==> src/rtl/arith_pkg.sv <==
// Shared helpers for the pipelined carry-lookahead adder: stage count and
// the width/slice legality test used at elaboration time.
package arith_pkg;

    // Number of lookahead groups (one per pipeline stage) for a given width.
    function automatic int cla_stages(input int width, input int slice);
        return (slice > 0) ? (width / slice) : 1;
    endfunction

    // A width is legal only when it splits into whole, non-empty slices.
    function automatic bit cla_width_ok(input int width, input int slice);
        return (slice > 0) && (width >= slice) && ((width % slice) == 0);
    endfunction

endpackage

==> src/rtl/cla_slice.sv <==
// One combinational carry-lookahead group. Every internal carry is built as
// a flat sum of products of generate/propagate terms and the group carry-in,
// so no carry ripples bit-to-bit through the group.
module cla_slice #(
    parameter int SLICE = 4
) (
    input  logic [SLICE-1:0] a,
    input  logic [SLICE-1:0] b,
    input  logic             c_in,
    output logic [SLICE-1:0] s,
    output logic             c_out,
    output logic             c_msb_in
);
    logic [SLICE-1:0] g;
    logic [SLICE-1:0] p;
    logic [SLICE:0]   c;

    assign g = a & b;
    assign p = a ^ b;

    // Carry into bit i+1 = g[i] | p[i]g[i-1] | ... | p[i]..p[0]c_in.
    always_comb begin
        logic acc;
        logic pp;
        acc = 1'b0;
        pp  = 1'b0;
        c   = '0;
        c[0] = c_in;
        for (int i = 0; i < SLICE; i++) begin
            acc = g[i];
            pp  = p[i];
            for (int j = i - 1; j >= 0; j--) begin
                acc = acc | (pp & g[j]);
                pp  = pp & p[j];
            end
            acc = acc | (pp & c_in);
            c[i+1] = acc;
        end
    end

    assign s        = p ^ c[SLICE-1:0];
    assign c_out    = c[SLICE];
    assign c_msb_in = c[SLICE-1];

endmodule

==> src/rtl/cla_pipe_adder.sv <==
// Pipelined carry-lookahead adder/subtractor. Each stage resolves one SLICE
// group using the carry registered by the previous stage and carries the
// not-yet-summed operand bits forward. Per-stage valid bits with bubble
// collapse give full throughput and lossless backpressure.
module cla_pipe_adder
    import arith_pkg::*;
#(
    parameter int WIDTH = 16,
    parameter int SLICE = 4
) (
    input  logic             clk,
    input  logic             rst_n,
    input  logic             in_valid,
    output logic             in_ready,
    input  logic [WIDTH-1:0] a,
    input  logic [WIDTH-1:0] b,
    input  logic             cin,
    input  logic             sub,
    output logic             out_valid,
    input  logic             out_ready,
    output logic [WIDTH-1:0] sum,
    output logic             cout,
    output logic             ovf
);
    localparam int STAGES = cla_stages(WIDTH, SLICE);

    if (!cla_width_ok(WIDTH, SLICE)) begin : g_bad_width
        $error("cla_pipe_adder: WIDTH (%0d) must be a positive multiple of SLICE (%0d)",
               WIDTH, SLICE);
    end

    logic [WIDTH-1:0]  b_eff;
    logic              c_first;
    logic [STAGES:0]   adv;   // adv[s]: stage s may load this cycle
    logic [STAGES-1:0] vld;

    // Subtraction is a + ~b + 1; the external carry-in is ignored then.
    assign b_eff       = sub ? ~b : b;
    assign c_first     = sub | cin;
    assign adv[STAGES] = out_ready;
    assign in_ready    = adv[0];

    for (genvar s = 0; s < STAGES; s++) begin : g_stage
        localparam int REM_W  = WIDTH - SLICE * s;   // operand bits still to sum
        localparam int DONE_W = SLICE * (s + 1);     // sum bits finished here

        logic [REM_W-1:0]  rem_a;
        logic [REM_W-1:0]  rem_b;
        logic [DONE_W-1:0] sum_d;
        logic [DONE_W-1:0] sum_q;
        logic              vld_q;
        logic              c_q;
        logic              up_vld;
        logic              sl_cin;
        logic              load;
        logic [SLICE-1:0]  sl_s;
        logic              sl_cout;
        logic              sl_cmsb;

        if (s == 0) begin : g_src
            assign rem_a  = a;
            assign rem_b  = b_eff;
            assign sl_cin = c_first;
            assign up_vld = in_valid;
            assign sum_d  = sl_s;
        end else begin : g_src
            assign rem_a  = g_stage[s-1].g_hold.a_q;
            assign rem_b  = g_stage[s-1].g_hold.b_q;
            assign sl_cin = g_stage[s-1].c_q;
            assign up_vld = vld[s-1];
            assign sum_d  = {sl_s, g_stage[s-1].sum_q};
        end

        cla_slice #(.SLICE(SLICE)) u_slice (
            .a        (rem_a[SLICE-1:0]),
            .b        (rem_b[SLICE-1:0]),
            .c_in     (sl_cin),
            .s        (sl_s),
            .c_out    (sl_cout),
            .c_msb_in (sl_cmsb)
        );

        assign vld[s] = vld_q;
        assign adv[s] = !vld_q || adv[s+1];
        assign load   = adv[s] && up_vld;

        // Valid follows the upstream stage whenever this stage may advance.
        always_ff @(posedge clk or negedge rst_n) begin
            if (!rst_n) begin
                vld_q <= 1'b0;
            end else if (adv[s]) begin
                vld_q <= up_vld;
            end
        end

        // Finished sum bits and group carry load only with a real operation.
        always_ff @(posedge clk or negedge rst_n) begin
            if (!rst_n) begin
                sum_q <= '0;
                c_q   <= 1'b0;
            end else if (load) begin
                sum_q <= sum_d;
                c_q   <= sl_cout;
            end
        end

        if (s < STAGES - 1) begin : g_hold
            logic [REM_W-SLICE-1:0] a_q;
            logic [REM_W-SLICE-1:0] b_q;
            logic                   unused_cmsb;

            // Only the final group's top-bit carry matters for overflow.
            assign unused_cmsb = sl_cmsb;

            // Carry the unprocessed upper operand bits to the next group.
            always_ff @(posedge clk or negedge rst_n) begin
                if (!rst_n) begin
                    a_q <= '0;
                    b_q <= '0;
                end else if (load) begin
                    a_q <= rem_a[REM_W-1:SLICE];
                    b_q <= rem_b[REM_W-1:SLICE];
                end
            end
        end else begin : g_last
            logic ovf_q;

            // Signed overflow: carry into the MSB differs from carry out of it.
            always_ff @(posedge clk or negedge rst_n) begin
                if (!rst_n) begin
                    ovf_q <= 1'b0;
                end else if (load) begin
                    ovf_q <= sl_cmsb ^ sl_cout;
                end
            end
        end
    end

    assign out_valid = vld[STAGES-1];
    assign sum       = g_stage[STAGES-1].sum_q;
    assign cout      = g_stage[STAGES-1].c_q;
    assign ovf       = g_stage[STAGES-1].g_last.ovf_q;

endmodule
==> config.mk <==
export PLATFORM = sky130hd
export DESIGN_NAME = cla_pipe_adder
export DESIGN_NICKNAME = d
export VERILOG_FILES = /design/src/rtl/arith_pkg.sv /design/src/rtl/cla_slice.sv /design/src/rtl/cla_pipe_adder.sv
export SDC_FILE = /design/constraint.sdc
export NUM_CORES = 1
export LEC_CHECK = 0
export CORE_AREA = 10 10 105 107
export CTS_CLUSTER_DIAMETER = 120
export CTS_CLUSTER_SIZE = 40
export DETAILED_ROUTE_END_ITERATION = 7
export DIE_AREA = 0 0 115 117
export PLACE_DENSITY = 0.81
export SLEW_MARGIN = 20
export SYNTH_ARGS = -nofsm -noshare
export SYNTH_HDL_FRONTEND = slang
export SYNTH_SLANG_ARGS = --single-unit
==> constraint.sdc <==
create_clock -name clk -period 1.48 [get_ports clk]
set_input_delay 0.296 -clock clk [delete_from_list [all_inputs] [get_ports clk]]
set_output_delay 0.296 -clock clk [all_outputs]
set_load 0.01 [all_outputs]
======== Yosys cells after proc, flatten, opt, wreduce, memory -nomap -nowiden ========
Index checks and enable logic that the tools add are counted.
operators by class
  add/subtract/negate cells ............... 0
  multipliers ............................. 0
  divide/modulo/power cells ............... 0
  magnitude comparators ................... 0
  equal/unequal tests ..................... 0
  shifts and indexed selects .............. 0
  mux-type cells .......................... 1
  bitwise operators ....................... 119
  reduce and logical (&&, ||, !) cells .... 12
operator list
  operator             count
  $and A1 B1 Y1        64
  $or A1 B1 Y1         41
  $xor A4 B4 Y4        8
  $and A4 B4 Y4        4
  $mux W16             1
  $not A16 Y16         1
  $logic_and A1 B1 Y1  4
  $logic_not A1 Y1     4
  $logic_or A1 B1 Y1   4
  $xor A1 B1 Y1        1
word-level totals
  bits in registers ....................... 97
  bits in latches ......................... 0
  memory bits (writable) .................. 0
  memory bits (read-only) ................. 0
  bits of input ports ..................... 38
  output and inout port bits .............. 20
  logic and storage cells ................. 151
  memories ................................ 0

======== Longest topological paths before layout ========
  depth in word-level cells ............... 8
  mapped depth ............................ 8
  mapped depth without buffers ............ 6

======== By module ========
Synthesis repeated with hierarchy kept, for this count alone.
second synthesis, totals
  cells, all modules ...................... 291
  area total of the unflattened synthesis .. 4,389.2 µm²
modules (own cells, without submodules)
  module                              instances  cells an instance  area an instance (µm²)  seq. area each (µm²)
  cla_pipe_adder                      1          231                3,813.7                 2,427.3
  cla_slice (g_stage[1].u_slice ...)  3          14                 140.1                   0.0
  cla_slice (g_stage[0].u_slice)      1          18                 155.1                   0.0

======== Least setup slack after synthesis ========
No wires, ideal clock.
  kind .................................... input to register
  from .................................... input sub
  to ...................................... register g_stage[0].c_q
  setup time .............................. 0.127 ns
  data arrival time ....................... 1.701 ns
  required time ........................... 1.353 ns
  slack ................................... -0.349 ns
  cell stages on the path ................. 8
  buffers on the path ..................... 2
  cell sequence ........................... buf_2 > buf_2 > xor2_1 > ha_1 > o21ai_0 > a22oi_1 > a21oi_1 > o21ai_0
between the ends
  word-level cells in the longest chain between the ends .. 7
  elaborated cells between the ends (all ways) .. 15
  those cells by class .................... mux (1); bitwise (14)
RTL lines
  what                                               RTL line                          source
  start, declared                                    cla_pipe_adder.sv:18              input logic sub,
  $mux W16                                           cla_pipe_adder.sv:38              assign b_eff = sub ? ~b : b;
  $xor A4 B4 Y4 or $and A4 B4 Y4 (tied branches)     cla_slice.sv:19, cla_slice.sv:18
  $and A1 B1 Y1, on equally long branches            cla_slice.sv:33, cla_slice.sv:34
  $or A1 B1 Y1 (tied with other cells) (2 in a row)  cla_slice.sv:33                   acc = acc | (pp & g[j]);
  $or A1 B1 Y1 or $and A1 B1 Y1 (tied branches)      cla_slice.sv:33, cla_slice.sv:36
  $or A1 B1 Y1 (*)                                   cla_slice.sv:36                   acc = acc | (pp & c_in);
  end signal, assigned                               cla_pipe_adder.sv:103             c_q <= sl_cout;
  end, declared                                      cla_pipe_adder.sv:52              logic c_q;
Every way passes the cells marked *; elsewhere a longest branch is shown, timed or not.
A chain may end at the register's enable or synchronous reset.

======== Worst setup path in the final report ========
  from .................................... register g_stage[1].vld_q
  to ...................................... output in_ready
between the ends
  word-level cells in the longest chain between the ends .. 3
RTL lines
  what                             RTL line              source
  start, declared                  cla_pipe_adder.sv:51  logic vld_q;
  start signal, assigned           cla_pipe_adder.sv:92  vld_q <= up_vld;
  $logic_not A1 Y1                 cla_pipe_adder.sv:84  assign adv[s] = !vld_q || adv[s+1];
  $logic_or A1 B1 Y1 (2 in a row)  cla_pipe_adder.sv:84
  end, declared                    cla_pipe_adder.sv:14  output logic in_ready,
Every way passes these cells.

==> qor.yml <==
status:
  run_status: "finished, violations left"
  violations: "setup timing"
setup_path:
  critical_path.endpoint_type: "primary output"
  critical_path_required_ns: 1.18
  worst_r2r_src: "g_stage[0].g_hold.b_q[0]"
  worst_setup_path_start_kind: "flip-flop"
  worstPathArrival_ns: 1.25
  critical_path_peak_fanout: 2
  critical_path.startpoint: "g_stage[1].vld_q"
  timing.setup.critical_path_class: "reg -> out"
floorplanning:
  floorplan.die_area_um2: 13500
  core_area_um2: 9020
  number_of_placed_i_o_pins: 58
  rows: 35
  dieWidth_um: 115
  chipHeight_um: 117
  initial_utilization_pct: 47.9
route:
  routedWlPerCell_um: 16.9
  drt_first_pass_iters: 4
  drcViolationCount: 0
  drt-vias-per-instance: 5.12
  dr_vias: 2791
  ant_nets: 0
  totalWireLength_um: 9200
  initialDrtViolationCount: 97
timing:
  final.min_clock_period_ns: 1.54
  fmaxAchievable_ghz: 0.647
  setup_failing_eps_final: 17
  timing.final.ws_setup_ns: -0.0646
  timing_max_transition_violations_final: 0
  slew-limit-headroom_pct: 73.5
  tightestPinTransition_ns: 0.397
  finalHoldWorstSlack_ns: 0.385
  fin_skew_ns: 0.00702
  fin_crit_sh_pct: 104
  report.final.hold_viol_count: 0
  rsz_0062_raised_after_global_routing: "true"
power:
  ir_drop_v: 0.000721
  powerDensity_nw_per_um2: 1680
  leakage_uw: 0.00260
finish:
  antenna_cells: 0
  final_nets: 490
  layout-drive-gt1-share_pct: 34.3
  mostFrequentLayoutCell: "sky130_fd_sc_hd__dfrtp_1"
  n_fill_cell: 646
  syn2layout_area_growth_pct: 34.6
  most_frequent_cells_in_the_layout: "sky130_fd_sc_hd__dfrtp_1, sky130_fd_sc_hd__mux2_2, sky130_fd_sc_hd__buf_4"
  multiInputGateArea_um2: 1970
  ff_latch_area_um2: 2430
  post_layout_nonfiller_instances: 545
placed_design:
  gp_routability_congestion: 0.820
  numPlacedInstances: 522
  dp_hpwl_um: 6370
  port_buffers: 57
global_routing:
  via_count_of_the_first_global_routing_pass: 3114
  grt_remaining_overflow: 0
  grt_first_pass_wirelength_um: 14600
  grt_antenna_before_repair: 0
  grt_use_total_pct: 13.6
  maximum_number_of_pins_on_one_net_before_global_route_repair: 39
yosys:
  syn-instance-count: 327
  synth.distinct_cells: 30
  post_synth_edffs: 0
  primary_flip_flop_cell_chosen_by_synthesis_mapping: "sky130_fd_sc_hd__dfrtp_1"
  syn-cell-area_um2: 4320
  synth-warning-count: 0
  async_reset_ff_share_pct: 100
  syn-num-nets: 387
  ys_seq_area_share_pct: 56.1
  syn_avg_cell_area_um2: 13.2
  ys_ff_latch: 97
flow_run:
  max_cap_violations: 0
clock_tree:
  cts.htree.levels: 3
  clk_path_buf_depth: 2
  cts_tree: "yes"
  clock_latency_ns: 0.36
  cts.clk_slew.worst_paths_ns: 0.09
  clockRootBuffer: "sky130_fd_sc_hd__clkbuf_8"
  tritoncts.num_buffers: 9
  cts.sinks: 97
min_path:
  hold_class: "in -> async"
final cells by class:
class	count	share of cell area, %
sequential	97	41.7
multi-input combinational	214	33.9
timing repair buffer	104	17.6
tap	111	2.39
clock buffer	10	2.36
clock inverter	5	1.78
inverter	4	0.258
flip-flops by register name, summed over array words and instances, names as in the netlist:
name	count
g_stage.c_q	3
out_valid	1
g_stage.g_hold.b_q	24
g_stage.vld_q	3
sum	16
cout	1
g_stage.sum_q	24
g_stage.g_hold.a_q	24
ovf	1
critical path: stages, from the launching register on:
cell	delay [ns]
sky130_fd_sc_hd__dfrtp_1	0.41
sky130_fd_sc_hd__nand4b_4	0.12
sky130_fd_sc_hd__or2_4	0.24
sky130_fd_sc_hd__buf_6	0.12
logic make-up after synthesis:
kind of cell / after synthesis / synth area share (%)
fa+ha+maj: 22 / 7.06
buf+inv: 16 / 2.23
xor+xnor: 27 / 5.47
flops: 97 / 56.1
mux: 64 / 16.6
simple gates: 45 / 4.83
compound gates: 56 / 7.64
power by group:
part	internal, uW	total [uW]	switching (uW)
clock network	1160	2040	885
logic	2080	3630	1550
registers	3560	4110	547
path summary, 6_finish.rpt:
path / end / slack (ns) / cells after the start
setup reg to reg: g_stage[1].sum_q[7] / -0.04 / 6
max in group asynchronous: g_stage[2].sum_q[11] / 0.55 / 3
hold / removal: sum[8] / 0.39 / 2
setup / recovery: in_ready / -0.06 / 3
min in group clk: sum[15] / 0.48 / 2
hold reg to reg: sum[15] / 0.48 / 2
synthesized netlist by cell type (all sizes together), types with 6 or more instances:
library cell  instances  area share [%]
dfrtp                97              56
mux2                 63              16
o21ai                32             4.0
nand2                31             2.7
xnor2                20             4.1
ha                   18             5.2
buf                  11             1.8
a21oi                 8            0.93
a211oi                7             1.2
xor2                  7             1.4
nor2                  6            0.52
metal layers:
layer,GRT usage [%],wire (um)
met1,14.8,3590
met2,24.6,4990
met3,3.06,450
met4,5.94,175
met5,0,0
stage by stage:
stage / power, uW / cell area [um^2] / setup TNS [ns] / worst slack [ns] / util, %
finish: 9780 / 5820 / -0.463 / -0.0646 / 64.5
CTS: 9490 / 5620 / -0.239 / -0.0809 / 62.3
global placement: 7310 / 5340 / -24.67 / -0.552 / 59.2
global route: 10400 / 5820 / -2.58 / -0.122 / 64.5
floorplan: 6010 / 4380 / -0.269 / -0.137 / -
detailed placement: 7500 / 5340 / -28.96 / -0.633 / 59.2
repair_timing:
action	CTS	global route
endpoints found under the setup margin	43	73
resized for setup	40	29
hold buffers	1	0
hold endpoints to repair	25	0
setup buffers	3	1
pin swaps	13	16
gates cloned	0	3
(Power assumes the default switching activity.)
